--- config.mk ---
export PLATFORM = sky130hd
export DESIGN_NAME = iro_sequencer
export DESIGN_NICKNAME = d
export VERILOG_FILES = /design/src/rtl/iro_sequencer.sv
export SDC_FILE = /design/constraint.sdc
export NUM_CORES = 1
export LEC_CHECK = 0
export BUFFER_PORTS_ARGS = -buffer_cell sky130_fd_sc_hd__buf_2
export CAP_MARGIN = 20
export CORE_MARGIN = 10
export CORE_UTILIZATION = 60
export CTS_CLUSTER_SIZE = 40
export DETAILED_ROUTE_END_ITERATION = 6
export GPL_ROUTABILITY_DRIVEN = 0
export HOLD_SLACK_MARGIN = 0.12
export PLACE_DENSITY_LB_ADDON = 0.12
export SETUP_SLACK_MARGIN = 0.3
export SKIP_LAST_GASP = 1
export SLEW_MARGIN = 5
export SYNTH_ARGS = -nofsm -noshare
export SYNTH_HDL_FRONTEND = slang
export SYNTH_SLANG_ARGS = --single-unit
export TNS_END_PERCENT = 30
--- constraint.sdc ---
create_clock -name clk -period 3.3 [get_ports clk]
set_input_delay 0.495 -clock clk [delete_from_list [all_inputs] [get_ports clk]]
set_output_delay 0.495 -clock clk [all_outputs]
set_load 0.02 [all_outputs]
--- src/rtl/iro_sequencer.sv ---
// Measurement sequencer for the instrumented ring oscillator: seed shift-in, settle,
// timed run with phase-0 edge counting, hold and synchronized phase capture.
module iro_sequencer #(
  parameter int N_STAGES      = 25,
  parameter int SETTLE_CYCLES = 4,
  parameter int HOLD_CYCLES   = 8,
  parameter int SYNC_STAGES   = 2
) (
  input  logic                clk,
  input  logic                rst_n,
  input  logic                start,
  input  logic                abort,
  input  logic [N_STAGES-1:0] cfg_seed,
  input  logic [3:0]          cfg_n_stages,
  input  logic [15:0]         cfg_run_cycles,
  output logic                busy,
  output logic                done,
  output logic [15:0]         result_phases,
  output logic [15:0]         result_edges,
  output logic                iro_enable,
  output logic                iro_hold,
  output logic                iro_bclk,
  output logic                iro_bdat,
  output logic [3:0]          iro_n_stages,
  input  logic [15:0]         iro_phases
);

  typedef enum logic [2:0] {
    S_IDLE,
    S_SHIFT,
    S_SETTLE,
    S_RUN,
    S_HOLD,
    S_DONE
  } state_t;

  localparam logic [15:0] SHIFT_LAST  = 16'(2 * N_STAGES - 1);
  localparam logic [15:0] SETTLE_LAST = 16'(SETTLE_CYCLES - 1);
  localparam logic [15:0] HOLD_LAST   = 16'(HOLD_CYCLES - 1);

  state_t                r_state;
  logic [15:0]           r_cnt;
  logic [15:0]           r_run_last;
  logic [N_STAGES-1:0]   r_sh;
  logic [3:0]            r_nst;
  logic                  r_busy;
  logic                  r_done;
  logic                  r_en;
  logic                  r_hold;
  logic                  r_run;
  logic                  r_bclk;
  logic                  r_bdat;
  logic [15:0]           r_phases;
  logic [15:0]           r_edges;
  logic [15:0]           r_sync [SYNC_STAGES];
  logic                  r_prev0;

  logic [15:0]           w_sync;
  logic                  w_rise;

  assign w_sync = r_sync[SYNC_STAGES-1];
  assign w_rise = w_sync[0] & ~r_prev0;

  assign busy          = r_busy;
  assign done          = r_done;
  assign result_phases = r_phases;
  assign result_edges  = r_edges;
  assign iro_enable    = r_en;
  assign iro_hold      = r_hold;
  assign iro_bclk      = r_bclk;
  assign iro_bdat      = r_bdat;
  assign iro_n_stages  = r_nst;

  // Phase synchronizer; only bit 0 gets the extra flop for edge detection.
  always_ff @(posedge clk or negedge rst_n) begin
    if (!rst_n) begin
      for (int i = 0; i < SYNC_STAGES; i++) r_sync[i] <= '0;
      r_prev0 <= 1'b0;
    end else begin
      r_sync[0] <= iro_phases;
      for (int i = 1; i < SYNC_STAGES; i++) r_sync[i] <= r_sync[i-1];
      r_prev0 <= w_sync[0];
    end
  end

  // Oscillator pins are registered from the current state, so each state's
  // pin pattern appears one cycle after the state is entered.
  always_ff @(posedge clk or negedge rst_n) begin
    if (!rst_n) begin
      r_state    <= S_IDLE;
      r_cnt      <= '0;
      r_run_last <= '0;
      r_sh       <= '0;
      r_nst      <= '0;
      r_busy     <= 1'b0;
      r_done     <= 1'b0;
      r_en       <= 1'b0;
      r_hold     <= 1'b0;
      r_run      <= 1'b0;
      r_bclk     <= 1'b0;
      r_bdat     <= 1'b0;
      r_phases   <= '0;
      r_edges    <= '0;
    end else begin
      r_busy <= (r_state != S_IDLE);
      r_done <= (r_state == S_DONE);
      r_en   <= (r_state == S_RUN) || (r_state == S_HOLD);
      r_hold <= (r_state == S_HOLD);
      r_run  <= (r_state == S_RUN);
      r_bclk <= (r_state == S_SHIFT) && r_cnt[0];
      r_bdat <= (r_state == S_SHIFT) && r_sh[N_STAGES-1];

      if (r_run && w_rise && (r_edges != 16'hFFFF))
        r_edges <= r_edges + 16'd1;

      if (abort) begin
        r_state <= S_IDLE;
        r_cnt   <= '0;
        r_busy  <= 1'b0;
        r_done  <= 1'b0;
        r_en    <= 1'b0;
        r_hold  <= 1'b0;
        r_run   <= 1'b0;
        r_bclk  <= 1'b0;
        r_bdat  <= 1'b0;
      end else begin
        unique case (r_state)
          S_IDLE: begin
            // r_busy still covers the DONE pin cycle, so start is ignored there.
            if (start && !r_busy) begin
              r_sh       <= cfg_seed;
              r_nst      <= cfg_n_stages;
              r_run_last <= (cfg_run_cycles == 16'd0) ? 16'd0 : cfg_run_cycles - 16'd1;
              r_edges    <= '0;
              r_cnt      <= '0;
              r_state    <= S_SHIFT;
            end
          end
          S_SHIFT: begin
            if (r_cnt[0]) r_sh <= {r_sh[N_STAGES-2:0], 1'b0};
            if (r_cnt == SHIFT_LAST) begin
              r_cnt   <= '0;
              r_state <= S_SETTLE;
            end else begin
              r_cnt <= r_cnt + 16'd1;
            end
          end
          S_SETTLE: begin
            if (r_cnt == SETTLE_LAST) begin
              r_cnt   <= '0;
              r_state <= S_RUN;
            end else begin
              r_cnt <= r_cnt + 16'd1;
            end
          end
          S_RUN: begin
            if (r_cnt == r_run_last) begin
              r_cnt   <= '0;
              r_state <= S_HOLD;
            end else begin
              r_cnt <= r_cnt + 16'd1;
            end
          end
          S_HOLD: begin
            if (r_cnt == HOLD_LAST) begin
              r_cnt   <= '0;
              r_state <= S_DONE;
            end else begin
              r_cnt <= r_cnt + 16'd1;
            end
          end
          S_DONE: begin
            // Pins are showing the last HOLD cycle here.
            r_phases <= w_sync;
            r_state  <= S_IDLE;
          end
          default: r_state <= S_IDLE;
        endcase
      end
    end
  end

endmodule
**Yosys cells after proc, flatten, opt, wreduce, memory -nomap -nowiden**

Cells that the tools add are included.

- Register bits after elaboration: 136
- Bits in latches: 0
- RAM bits: 0
- Bits in read-only memories: 0
- Bits of input ports: 65
- Output and inout port bits: 42
- Logic and storage cells: 86
- Memories kept: 0

- Add/subtract/negate cells: 3
- $mul: 0
- Div/mod/pow operators: 0
- $lt $le $gt $ge: 0
- Equality and inequality tests: 17
- Shift operators: 0
- Muxes and demuxes: 29
- Bitwise operators: 3
- Reductions and logical operators: 17

Operators by type and width:

| operator | number |
|---|---|
| 16-bit 2-to-1 mux | 11 |
| 16-bit case mux with 5 select lines | 1 |
| 25-bit 2-to-1 mux | 2 |
| 25-bit case mux with 2 select lines | 1 |
| 16-bit by 1-bit adder with 16-bit output (second input constant) | 2 |
| 3-bit 2-to-1 mux | 6 |
| 16-bit == test | 1 |
| 16-bit by 2-bit == test with 1-bit output (second input constant) | 1 |
| 16-bit by 3-bit == test with 1-bit output (second input constant) | 1 |
| 16-bit by 6-bit == test with 1-bit output (second input constant) | 1 |
| 16-bit zero test | 1 |
| 16-bit != test (second input constant) | 1 |
| 16-bit by 1-bit subtractor with 16-bit output (second input constant) | 1 |
| 3-bit case mux with 5 select lines | 1 |
| 3-bit by 2-bit != test with 1-bit output (second input constant) | 3 |
| 1-bit 2-to-1 mux | 7 |
| 3-bit by 2-bit == test with 1-bit output (second input constant) | 2 |
| 3-bit == test (second input constant) | 2 |
| 3-bit != test (second input constant) | 2 |
| 6-bit nonzero test | 1 |
| 1-bit logical AND | 5 |
| 5-bit AND reduction | 1 |
| 2-bit != test (second input constant) | 2 |
| 2-bit AND reduction | 2 |
| 10 further kinds | 11 |

**Logic depth before layout (Yosys ltp)**

Gate-level depths: netlist of run 1.

- Depth after elaboration: 8
- Mapped depth: 9
- Mapped depth without buffers: 8

**Worst setup path before layout of run 1**

Ideal clock, no wire load.

- Kind: register to register
- Start point: register r_cnt[11]
- End point: register r_cnt[11]
- Setup time: 0.124 ns
- Arrival: 2.143 ns
- Required time: 3.176 ns
- Slack: 1.033 ns
- Cell stages (with the launch flop): 10
- Buffers on the path: 2
- Period minus slack after synthesis: 2.267 ns
- Path through: dfrtp_1 -> buf_6 -> nor4_2 -> nand3_1 -> o41ai_1 -> nand3_1 -> o21ai_4 -> buf_6 -> nor2_1 -> a211o_1

- Word-level cells in the longest chain between the ends: 4
- Elaborated cells between the ends (all ways): 11
- Classes of those cells: add/sub: 1; eq/ne: 4; mux: 6

RTL lines:

| item | line | source |
|---|---|---|
| from (decl) | 42 | `logic [15:0] r_cnt;` |
| from (signal assigned) | 145 | `r_cnt <= r_cnt + 16'd1;` |
| from (signal assigned) | 153 | `r_cnt <= r_cnt + 16'd1;` |
| from (signal assigned) | 161 | `r_cnt <= r_cnt + 16'd1;` |
| 16-bit by 1-bit adder with 16-bit output (tied with other cells) | - |  |
| 16-bit 2-to-1 mux, on equally long branches | - |  |
| 16-bit case mux with 5 select lines (*) | 127 | `unique case (r_state)` |
| 16-bit 2-to-1 mux (*) | 116 | `if (abort) begin` |

Every way passes the cells marked *; elsewhere a longest branch is shown, timed or not.
A chain may end at the register's enable or synchronous reset.

**Final worst setup path of run 1**

- Start point: register r_cnt[3]
- End point: register r_cnt[11]

The elaborated chain is that of the path after synthesis.

==> flow_summary_export.csv, run 1 <==
group,metric,value,unit
run_status,status,"completed",
sta,max_slew_margin,0.342,
setup_path,required,3.71,ns
global_routing,track_usage,0.190,
setup_path,arrival,3.04,ns
global_routing,antenna_found_initial,0,
drt,drcViolationCount,0,
power,switching_share,0.322,
global_routing,grt_pass1_wl,22300,um
die,ios,107,
setup_path,cp_slowest_stage_delay,0.47,ns
logic_synthesis,postSynthAreaPerCell,10.8,um2
finish,final_cells,816,
drt,drtIter0Drc,365,
power,p_int,3.80,mW
drt,avgViaCountPerCell,5.48,
finish,fin_nets,740,
clock_tree,tritoncts.num_buffers,17,
finish,diodes,0,
placement,placed_cells,766,
drt,wire_per_inst,16.2,um
placement,port_buffers,106,
logic_synthesis,netlist-cell-type-count,48,
setup_path,worstSetupPathType,"reg2reg",
power,pwr-share-comb,0.252,
finish,area_growth_syn_to_layout,23.8,%
setup_path,endpoint_kind,"flip-flop",
power,seq_power_share,0.414,
flow_run,cap_violations,0,
sta,worst_pin_slew,0.985,ns
sta,fmax,380,MHz
sta,setup_violations,0,
drt,finalWirelength,13200,um
sta,finalClockSkew,0.00530,ns
die,start_util,0.613,
logic_synthesis,async_flop_share,1.00,
sta,finalMaxSlewViolations,0,
logic_synthesis,yosys.area.top_type_share,0.574,
sta,timing.final.crit_period,2.63,ns
setup_path,slowest_stage,"dfrtp_1",
setup_path,cp-start-kind,"flip-flop",
setup_path,crit_chain,"nor4_1 -> nand3_1 -> o41ai_1 -> nand3_1 -> o21ai_4 -> nor2_1 -> a211o_1",
sta,fin_setup_tns,0,ns
global_routing,grt_max_degree,88,
logic_synthesis,synth_edf_count,0,
global_routing,overflow,0,
die,die_h,119,um
sta,rsz0062_at_grt,"false",
clock_tree,cts_setup_buffers,0,
finish,fillers,660,
die,dieArea,14300,um2
clock_tree,clock_latency,0.53,ns
power,power_frac_clock,0.334,
power,leakage,3.50,nW
setup_path,path_max_fanout,14,
placement,dpl.hpwl,9150,um
die,die_w,119,um
setup_path,cp_common_cell,"nand3_1",
die,rows,36,
min_path,min_from,"cfg_n_stages[3]",
die,core_area,9680,um2
power,power.net_switching,1.81,mW
logic_synthesis,syn_area,5930,um2
logic_synthesis,synth-seq-area-share,0.574,
clock_tree,clkTransAtPathRegs,0.06,ns
clock_tree,htree_num_levels,4,
drt,vias,4468,
clock_tree,cts_tree,"built",
power,ir_worst_vdd,0.000473,V
clock_tree,clockBufferDepth,2,
logic_synthesis,synth_warnings,0,
global_routing,grt_pass1_vias,4695,
power,power_density,763,nW/um2
logic_synthesis,ys_dominant_reg_cell,"dfrtp_1",
logic_synthesis,ys_seq_elements,136,
clock_tree,cts-root-buf,"clkbuf_8",
min_path,min_path_type,"in2reg",
finish,drive_gt1_frac,0.242,
setup_path,r2r_start,"r_cnt[3]$_DFFE_PN0P_",
sta,timing.final.crit_share,0.797,
logic_synthesis,synth_area_leaders,"dfrtp_1, nand2_1, xnor2_1",
sta,finalHoldViolations,0,
logic_synthesis,syn_nets,619,
drt,ant_nets,0,
setup_path,startpoint,"r_cnt[3]$_DFFE_PN0P_",
logic_synthesis,syn_inst,549,
drt,drt_pre_antenna_iters,5,
logic_synthesis,yosys.area.top_type,"dfrtp_1",
clock_tree,cts_sinks,136,
[synth_stat cells, types with 12 or more instances]
| cell | number |
|---|---|
| nand4_1 | 12 |
| nand2_1 | 85 |
| nor3_1 | 12 |
| nand3_1 | 12 |
| xnor2_1 | 30 |
| xor2_1 | 12 |
| mux2i_1 | 25 |
| mux2_2 | 16 |
| dfrtp_1 | 136 |
| o21ai_0 | 38 |
| clkbuf_1 | 20 |
| nor2_1 | 38 |
[worst max-delay path, delay by kind of cell (launching register included)]
family           cells  cell delay (ns)
AND/OR/NAND/NOR      4             0.88
AO/OA/AOI/OAI        3             1.16
flip-flops           1             0.47
[metrics by stage]
| step | cell area, um2 | setup WS (ns) | power [mW] | hold slack (ns) | util |
|---|---|---|---|---|---|
| floorplan | 5930 | 1.03 | 3.26 | 0.199 | - |
| global placement | 6570 | 0.702 | 3.64 | 0.331 | 0.678 |
| detailed placement | 6570 | 0.606 | 3.72 | 0.335 | 0.678 |
| CTS | 7330 | 0.562 | 5.62 | 0.153 | 0.757 |
| global route | 7340 | 0.360 | 5.93 | 0.149 | 0.758 |
| finish | 7340 | 0.671 | 5.60 | 0.169 | 0.758 |
[layer usage]
layer  wire [um]  vias up  global-route usage  part of all wire
li1            -     2138                   -                 -
met1        5790     2181               0.232              0.44
met2        6430      132               0.311              0.49
met3         786       17              0.0671             0.060
met4         199        0              0.0573             0.015
met5           0        -                   0                 0
[power by group through the flow]
stage,Clock [mW],Sequential [mW],Combinational [mW]
after global placement,0,2.32,1.33
after detailed placement,0,2.34,1.38
after global routing,2.00,2.36,1.57
after floorplan,0,2.42,0.840
after CTS,1.89,2.32,1.41
final,1.87,2.32,1.41
[cell families (layout without fill, tap and decap cells)]
logic type      after synthesis  in the layout  synth area share
simple gates                207            207             0.166
flops                       136            136             0.574
compound gates               86             87            0.0901
xor+xnor                     42             42            0.0620
mux                          41             41            0.0725
buf+inv                      32            165            0.0249
fa+ha+maj                     5              5            0.0105
[sequential cells by signal, indices dropped and copies added, names as in the netlist, 3 cells and up]
signal	count
w_sync	16
r_sh	25
result_edges	16
r_sync	16
r_cnt	16
r_run_last	16
iro_n_stages	4
result_phases	16
r_state	3
[final cells by class]
type / count / area [um2] / share of cell area
clock buffer: 18 / 418 / 0.0569
clock inverter: 14 / 174 / 0.0237
inverter: 5 / 18.8 / 0.00256
multi-input combinational: 382 / 2410 / 0.328
sequential: 136 / 3400 / 0.463
tap: 133 / 166 / 0.0227
timing repair buffer: 128 / 757 / 0.103
[cell usage in the layout (no fill, tap or decap), types with 4 or more instances in the layout]
cell / netlist / final
dfrtp_1: 136 / 136
buf_2: 1 / 105
nand2_1: 85 / 85
o21ai_0: 38 / 38
nor2_1: 38 / 36
xnor2_1: 30 / 30
mux2i_1: 25 / 25
dlygate4sd3_1: 0 / 17
mux2_2: 16 / 16
clkbuf_16: 0 / 16
nand4_1: 12 / 12
nand3_1: 12 / 12
xor2_1: 12 / 12
nor3_1: 12 / 12
nand2b_1: 8 / 8
a21oi_1: 8 / 8
o31ai_1: 8 / 8
o21ai_1: 7 / 7
and2_1: 6 / 6
nor4_1: 6 / 6
inv_1: 5 / 5
and3_1: 5 / 5
or3_1: 5 / 5
nor3b_1: 5 / 5
a21o_1: 5 / 5
ha_1: 5 / 5
buf_4: 1 / 4
[repair_timing]
item	in CTS	in global routing
resized for setup	0	1
setup endpoints to repair	0	10
hold buffers	17	0
hold endpoints to repair	102	0
[worst paths after layout]
kind                                                end  slack, ns  cells past startpoint
max                               r_cnt[11]$_DFFE_PN0P_       0.67                      7
min in group asynchronous  result_phases[2]$_DFFE_PN0P_       0.60                      2
max in group asynchronous          r_sync[29]$_DFF_PN0_       1.98                      3
min reg2reg                         w_sync[0]$_DFF_PN0_       0.34                      0
max reg2reg                       r_cnt[11]$_DFFE_PN0P_       0.67                      7
min                         iro_n_stages[3]$_DFFE_PN0P_       0.17                      3
(Power assumes the default switching activity.)
==> run 2: changes to the inputs <==
CORE_UTILIZATION = 50   (was 60)
clock period = 2.3 ns   (was 3.3 ns; I/O delays follow)
==> run 2 against run 1 <==
Clock-buffer cell count increased by 1. Sequential share of layout area down 3.0 points. Register-to-register slack got worse by 0.60 ns. Clock power rose by 58%. Setup slack worse by 0.60 ns. Cell count up 4.3%. Cell area up 7.1%. Critical path depth up 1. Clock skew is 0.0014 ns higher. Die area rose by 17%. Critical endpoint unchanged. Largest power group unchanged.
==> flow_summary_export.csv, run 2 (synthesis gave the netlist of run 1 again) <==
group,metric,value,unit
placement,placed_cells,789,
drt,ant_nets,0,
finish,largest-register,"r_sh",
finish,largest_register_ffs,25,
drt,avgViaCountPerCell,5.26,
clock_tree,tritoncts.num_buffers,17,
setup_path,required,2.61,ns
power,power_density,1090,nW/um2
die,core_area,11500,um2
drt,drt_pre_antenna_iters,4,
finish,layout_common_cells,"dfrtp_1, buf_2, nand2_1",
finish,area_growth_syn_to_layout,32.5,%
finish,final_cells,851,
global_routing,antenna_found_initial,0,
clock_tree,clockBufferDepth,2,
finish,ff_latch_area,3410,um2
die,rows,39,
clock_tree,clkTransAtPathRegs,0.06,ns
global_routing,overflow,0,
min_path,hold_end,"iro_n_stages[0]$_DFFE_PN0P_",
min_path,min_from,"cfg_n_stages[0]",
sta,finalMaxSlewViolations,0,
setup_path,worstSetupPathType,"reg2reg",
finish,final_common_cell,"dfrtp_1",
finish,fin_nets,765,
sta,max_slew_margin,0.692,
placement,dpl.hpwl,9220,um
setup_path,r2r_cells,8,
finish,fillers,884,
sta,setup_violations,0,
setup_path,endpoint_kind,"flip-flop",
clock_tree,cts_tree,"built",
setup_path,path_max_fanout,14,
run_status,status,"completed",
power,ir_worst_vdd,0.000572,V
finish,diodes,0,
clock_tree,cts-root-buf,"clkbuf_16",
drt,drtIter0Drc,270,
setup_path,r2r_end,"r_cnt[11]$_DFFE_PN0P_",
finish,multi_input_area,2550,um2
setup_path,arrival,2.54,ns
power,leakage,3.73,nW
global_routing,grt_pass1_wl,22900,um
sta,timing.final.crit_share,0.971,
setup_path,cp-start-kind,"flip-flop",
setup_path,r2r_setup_slack,0.07,ns
drt,finalWirelength,13700,um
sta,rsz0062_at_grt,"true",
global_routing,track_usage,0.172,
die,die_h,129,um
die,dieArea,16600,um2
drt,drcViolationCount,0,
drt,vias,4477,
global_routing,grt_max_degree,50,
die,die_w,129,um
sta,finalHoldViolations,0,
setup_path,r2r_start,"r_cnt[6]$_DFFE_PN0P_",
die,ios,107,
min_path,min_path_type,"in2reg",
placement,preCtsSetupSlack,0.125,ns
sta,fin_setup_tns,0,ns
clock_tree,htree_num_levels,4,
drt,wire_per_inst,16.0,um
sta,timing.final.crit_period,2.23,ns
power,fin_total_pwr,8.57,mW
finish,drive_gt1_frac,0.294,
clock_tree,clock_latency,0.42,ns
flow_run,cap_violations,0,
placement,port_buffers,106,
min_path,holdPathStages,3,
sta,fmax,448,MHz
sta,layout_setup_ws,0.0671,ns
clock_tree,cts_sinks,136,
die,start_util,0.515,
sta,finalClockSkew,0.00667,ns
global_routing,grt_pass1_vias,4794,
sta,worst_pin_slew,0.462,ns
sta,timing.hold.ws,0.154,ns
run 2: cell count changes in the layout (fill, tap and decap cells not counted), sizes merged:
| cell | previous run | this run |
|---|---|---|
| dlygate4sd3 | 17 | 20 |
| buf | 111 | 134 |
| o21ai | 47 | 46 |
| clkbuf | 18 | 19 |
| clkinvlp | 3 | 2 |
| bufinv | 3 | 5 |
| clkinv | 5 | 3 |
run 2: layout make-up:
class	instances	area share
sequential	136	0.434
tap	143	0.0228
inverter	5	0.00239
clock inverter	13	0.0275
timing repair buffer	154	0.134
multi-input combinational	381	0.325
clock buffer	19	0.0551
run 2: worst max-delay path by stage:
stage | start | to | slack (ns) | cells after the start
2_1_floorplan | r_cnt[8]$_DFFE_PN0P_ | r_cnt[11]$_DFFE_PN0P_ | 0.25 | 9
3_3_place_gp | r_cnt[0]$_DFFE_PN0P_ | r_cnt[11]$_DFFE_PN0P_ | 0.19 | 8
3_5_place_dp | r_cnt[13]$_DFFE_PN0P_ | r_cnt[11]$_DFFE_PN0P_ | 0.13 | 8
4_1_cts | r_cnt[7]$_DFFE_PN0P_ | r_cnt[11]$_DFFE_PN0P_ | 0.16 | 8
5_1_grt | r_cnt[7]$_DFFE_PN0P_ | r_cnt[11]$_DFFE_PN0P_ | -0.05 | 8
6_report | r_cnt[6]$_DFFE_PN0P_ | r_cnt[11]$_DFFE_PN0P_ | 0.07 | 8
run 2: routing by layer:
layer  up-vias  wire length, um  track usage
met2       119             6540        0.283
met1      2138             6030        0.206
met5         -                0            0
met3        29              778       0.0485
met4         0              309       0.0796
li1       2191                -            -
run 2: stage by stage:
step                 util  cell area [um2]
floorplan               -             5970
global placement    0.584             6720
detailed placement  0.584             6720
CTS                 0.670             7710
global route        0.683             7860
finish              0.683             7860
run 2: report_power, final:
group          total, mW  switching (mW)  internal (mW)
registers           3.34           0.380           2.96
logic               2.28            1.26           1.02
clock network       2.95            1.01           1.94
total               8.57            2.65           5.92
run 2: repair_timing:
action,CTS,global route
setup buffers,5,3
setup endpoints to repair,17,47
hold endpoints to repair,66,0
cloned,2,0
gates resized for setup,8,21
pin swaps,2,9
hold buffers,20,0
run 2: worst max-delay path, cell delays in order (launching register included):
cell and delay (ns):
dfrtp_1 0.41, nor4_4 0.29, nand3_2 0.19, o41ai_4 0.32, nand3_2 0.18, o21ai_4 0.25, buf_12 0.17, nor3_1 0.05
a211o_1 0.27
==> run 3: changes to the inputs <==
CORE_UTILIZATION = 56   (was 50)
clock period = 2.4 ns   (was 2.3 ns; I/O delays follow)
==> run 3 against run 2 <==
Fmax is 4.4% lower. Sequential share of layout area increased by 0.77 points. Critical path depth is the same. Cell count shrank 0.47%. Die area down 9.1%. Clock skew up 0.0017 ns. Sequential power is 4% lower. Cell area fell by 1.8%. Wire length up 3.7%. Via count up 1.4%. Setup slack lost 0.0036 ns. Critical path type unchanged. Critical endpoint is now r_cnt[9]$_DFFE_PN0P_.
==> flow_summary_export.csv, run 3 (synthesis gave the netlist of run 1 again) <==
group,metric,value,unit
global_routing,track_usage,0.191,
sta,finalClockSkew,0.00835,ns
setup_path,cp-start-kind,"flip-flop",
drt,vias,4541,
die,die_w,123,um
placement,port_buffers,106,
clock_tree,clock_latency,0.52,ns
setup_path,crit_family,"compound AO/OA/AOI/OAI gates",
sta,fin_setup_tns,0,ns
finish,fin_nets,768,
setup_path,cp_common_cell,"nand3_2",
sta,layout_setup_ws,0.0635,ns
clock_tree,htree_num_levels,4,
die,core_area,10300,um2
finish,fin_util,0.748,
setup_path,endpoint,"r_cnt[9]$_DFFE_PN0P_",
setup_path,r2r_end,"r_cnt[9]$_DFFE_PN0P_",
setup_path,r2r_cells,8,
setup_path,r2r_start,"r_cnt[6]$_DFFE_PN0P_",
clock_tree,tritoncts.num_buffers,17,
drt,wire_per_inst,16.7,um
sta,timing.final.crit_period,2.34,ns
drt,finalWirelength,14200,um
run_status,status,"completed",
setup_path,slowest_stage,"dfrtp_1",
drt,drt_pre_antenna_iters,5,
clock_tree,cts_sinks,136,
finish,fin_area,7720,um2
min_path,min_path_type,"in2reg",
finish,final_cells,847,
global_routing,overflow,0,
die,dieArea,15100,um2
sta,rsz0062_at_grt,"true",
sta,setup_violations,0,
power,leakage,3.69,nW
sta,finalMaxSlewViolations,0,
flow_run,cap_violations,0,
power,fin_total_pwr,7.95,mW
finish,layout_common_cells,"dfrtp_1, buf_2, nand2_1",
sta,fmax,428,MHz
clock_tree,cts-root-buf,"clkbuf_8",
sta,max_slew_margin,0.678,
clock_tree,clkTransAtPathRegs,0.06,ns
sta,timing.final.crit_share,0.974,
sta,worst_pin_slew,0.479,ns
setup_path,required,2.80,ns
finish,largest_register_ffs,25,
die,start_util,0.575,
drt,drtIter0Drc,351,
sta,timing.hold.ws,0.136,ns
finish,largest-register,"r_sh",
setup_path,endpoint_kind,"flip-flop",
drt,avgViaCountPerCell,5.36,
die,die_h,123,um
finish,area_growth_syn_to_layout,30.2,%
sta,finalHoldViolations,0,
placement,placed_area,6690,um2
setup_path,worstSetupPathType,"reg2reg",
power,ir_worst_vdd,0.000696,V
min_path,holdPathStages,3,
drt,ant_nets,0,
global_routing,antenna_found_initial,0,
global_routing,grt_pass1_wl,23200,um
setup_path,cp_slowest_stage_delay,0.41,ns
placement,dpl.hpwl,9390,um
global_routing,grt_max_degree,51,
power,power_density,1030,nW/um2
setup_path,r2r_setup_slack,0.06,ns
placement,preCtsSetupSlack,0.174,ns
finish,drive_gt1_frac,0.280,
clock_tree,clockBufferDepth,2,
setup_path,startpoint,"r_cnt[6]$_DFFE_PN0P_",
clock_tree,cts_tree,"built",
setup_path,critPathBufInv,1,
setup_path,arrival,2.74,ns
finish,diodes,0,
drt,drcViolationCount,0,
global_routing,grt_pass1_vias,4732,
die,ios,107,
die,rows,37,
finish,fillers,683,
finish,final_common_cell,"dfrtp_1",
setup_path,crit_chain,"nor4_4 -> nand3_2 -> o41ai_4 -> nand3_2 -> o21ai_4 -> buf_12 -> nor2_1 -> a211o_1",
placement,placed_cells,780,
setup_path,worst-path-stages,8,
setup_path,path_max_fanout,14,
[run 3: cell count changes in the layout (fill, tap and decap cells not counted), sizes merged]
cell and delta:
clkbuf -1, dlygate4sd3 +5, bufinv -2, buf -3
clkinvlp +2, inv +2
[run 3: where the power goes]
part | switching [mW] | internal, mW
sequential | 0.355 | 2.83
combinational | 1.21 | 0.929
clock | 1.02 | 1.61
[run 3: worst min path at each step]
stage	startpoint	endpoint	slack, ns
2_1_floorplan	rst_n	busy$_DFF_PN0_	0.06
3_3_place_gp	rst_n	result_phases[3]$_DFFE_PN0P_	0.33
3_5_place_dp	rst_n	result_phases[3]$_DFFE_PN0P_	0.33
4_1_cts	cfg_seed[16]	r_sh[16]$_DFFE_PN0P_	0.12
5_1_grt	cfg_seed[16]	r_sh[16]$_DFFE_PN0P_	0.14
6_report	cfg_seed[16]	r_sh[16]$_DFFE_PN0P_	0.14
[run 3: area by class of cell]
class | instances | area (um2) | share of cell area
Sequential cell | 136 | 3410 | 0.441
Multi-Input combinational cell | 381 | 2480 | 0.321
Timing Repair Buffer | 157 | 1040 | 0.135
Clock buffer | 17 | 414 | 0.0536
Clock inverter | 15 | 193 | 0.0250
Tap cell | 136 | 170 | 0.0220
Inverter | 5 | 18.8 | 0.00243
[run 3: metal layers]
metal	wire (um)	up-vias	track usage
li1	-	2198	-
met4	108	0	0.0501
met2	7080	155	0.326
met3	888	8	0.0515
met1	6090	2180	0.237
met5	0	-	0
[run 3: worst register-to-register path: cells and delay by family, from the launching register on]
| kind | cells | cell delay [ns] |
|---|---|---|
| AO/OA/AOI/OAI | 3 | 0.90 |
| AND/OR/NAND/NOR | 4 | 0.74 |
| flip-flops | 1 | 0.41 |
| buffers and inverters | 1 | 0.17 |
[run 3: what timing repair did]
action,CTS,global route
setup buffers,1,7
gates resized for setup,1,14
gates cloned,0,2
endpoints found under the hold margin,71,0
hold buffers,25,0
setup endpoints to repair,15,27
pin swaps,0,6
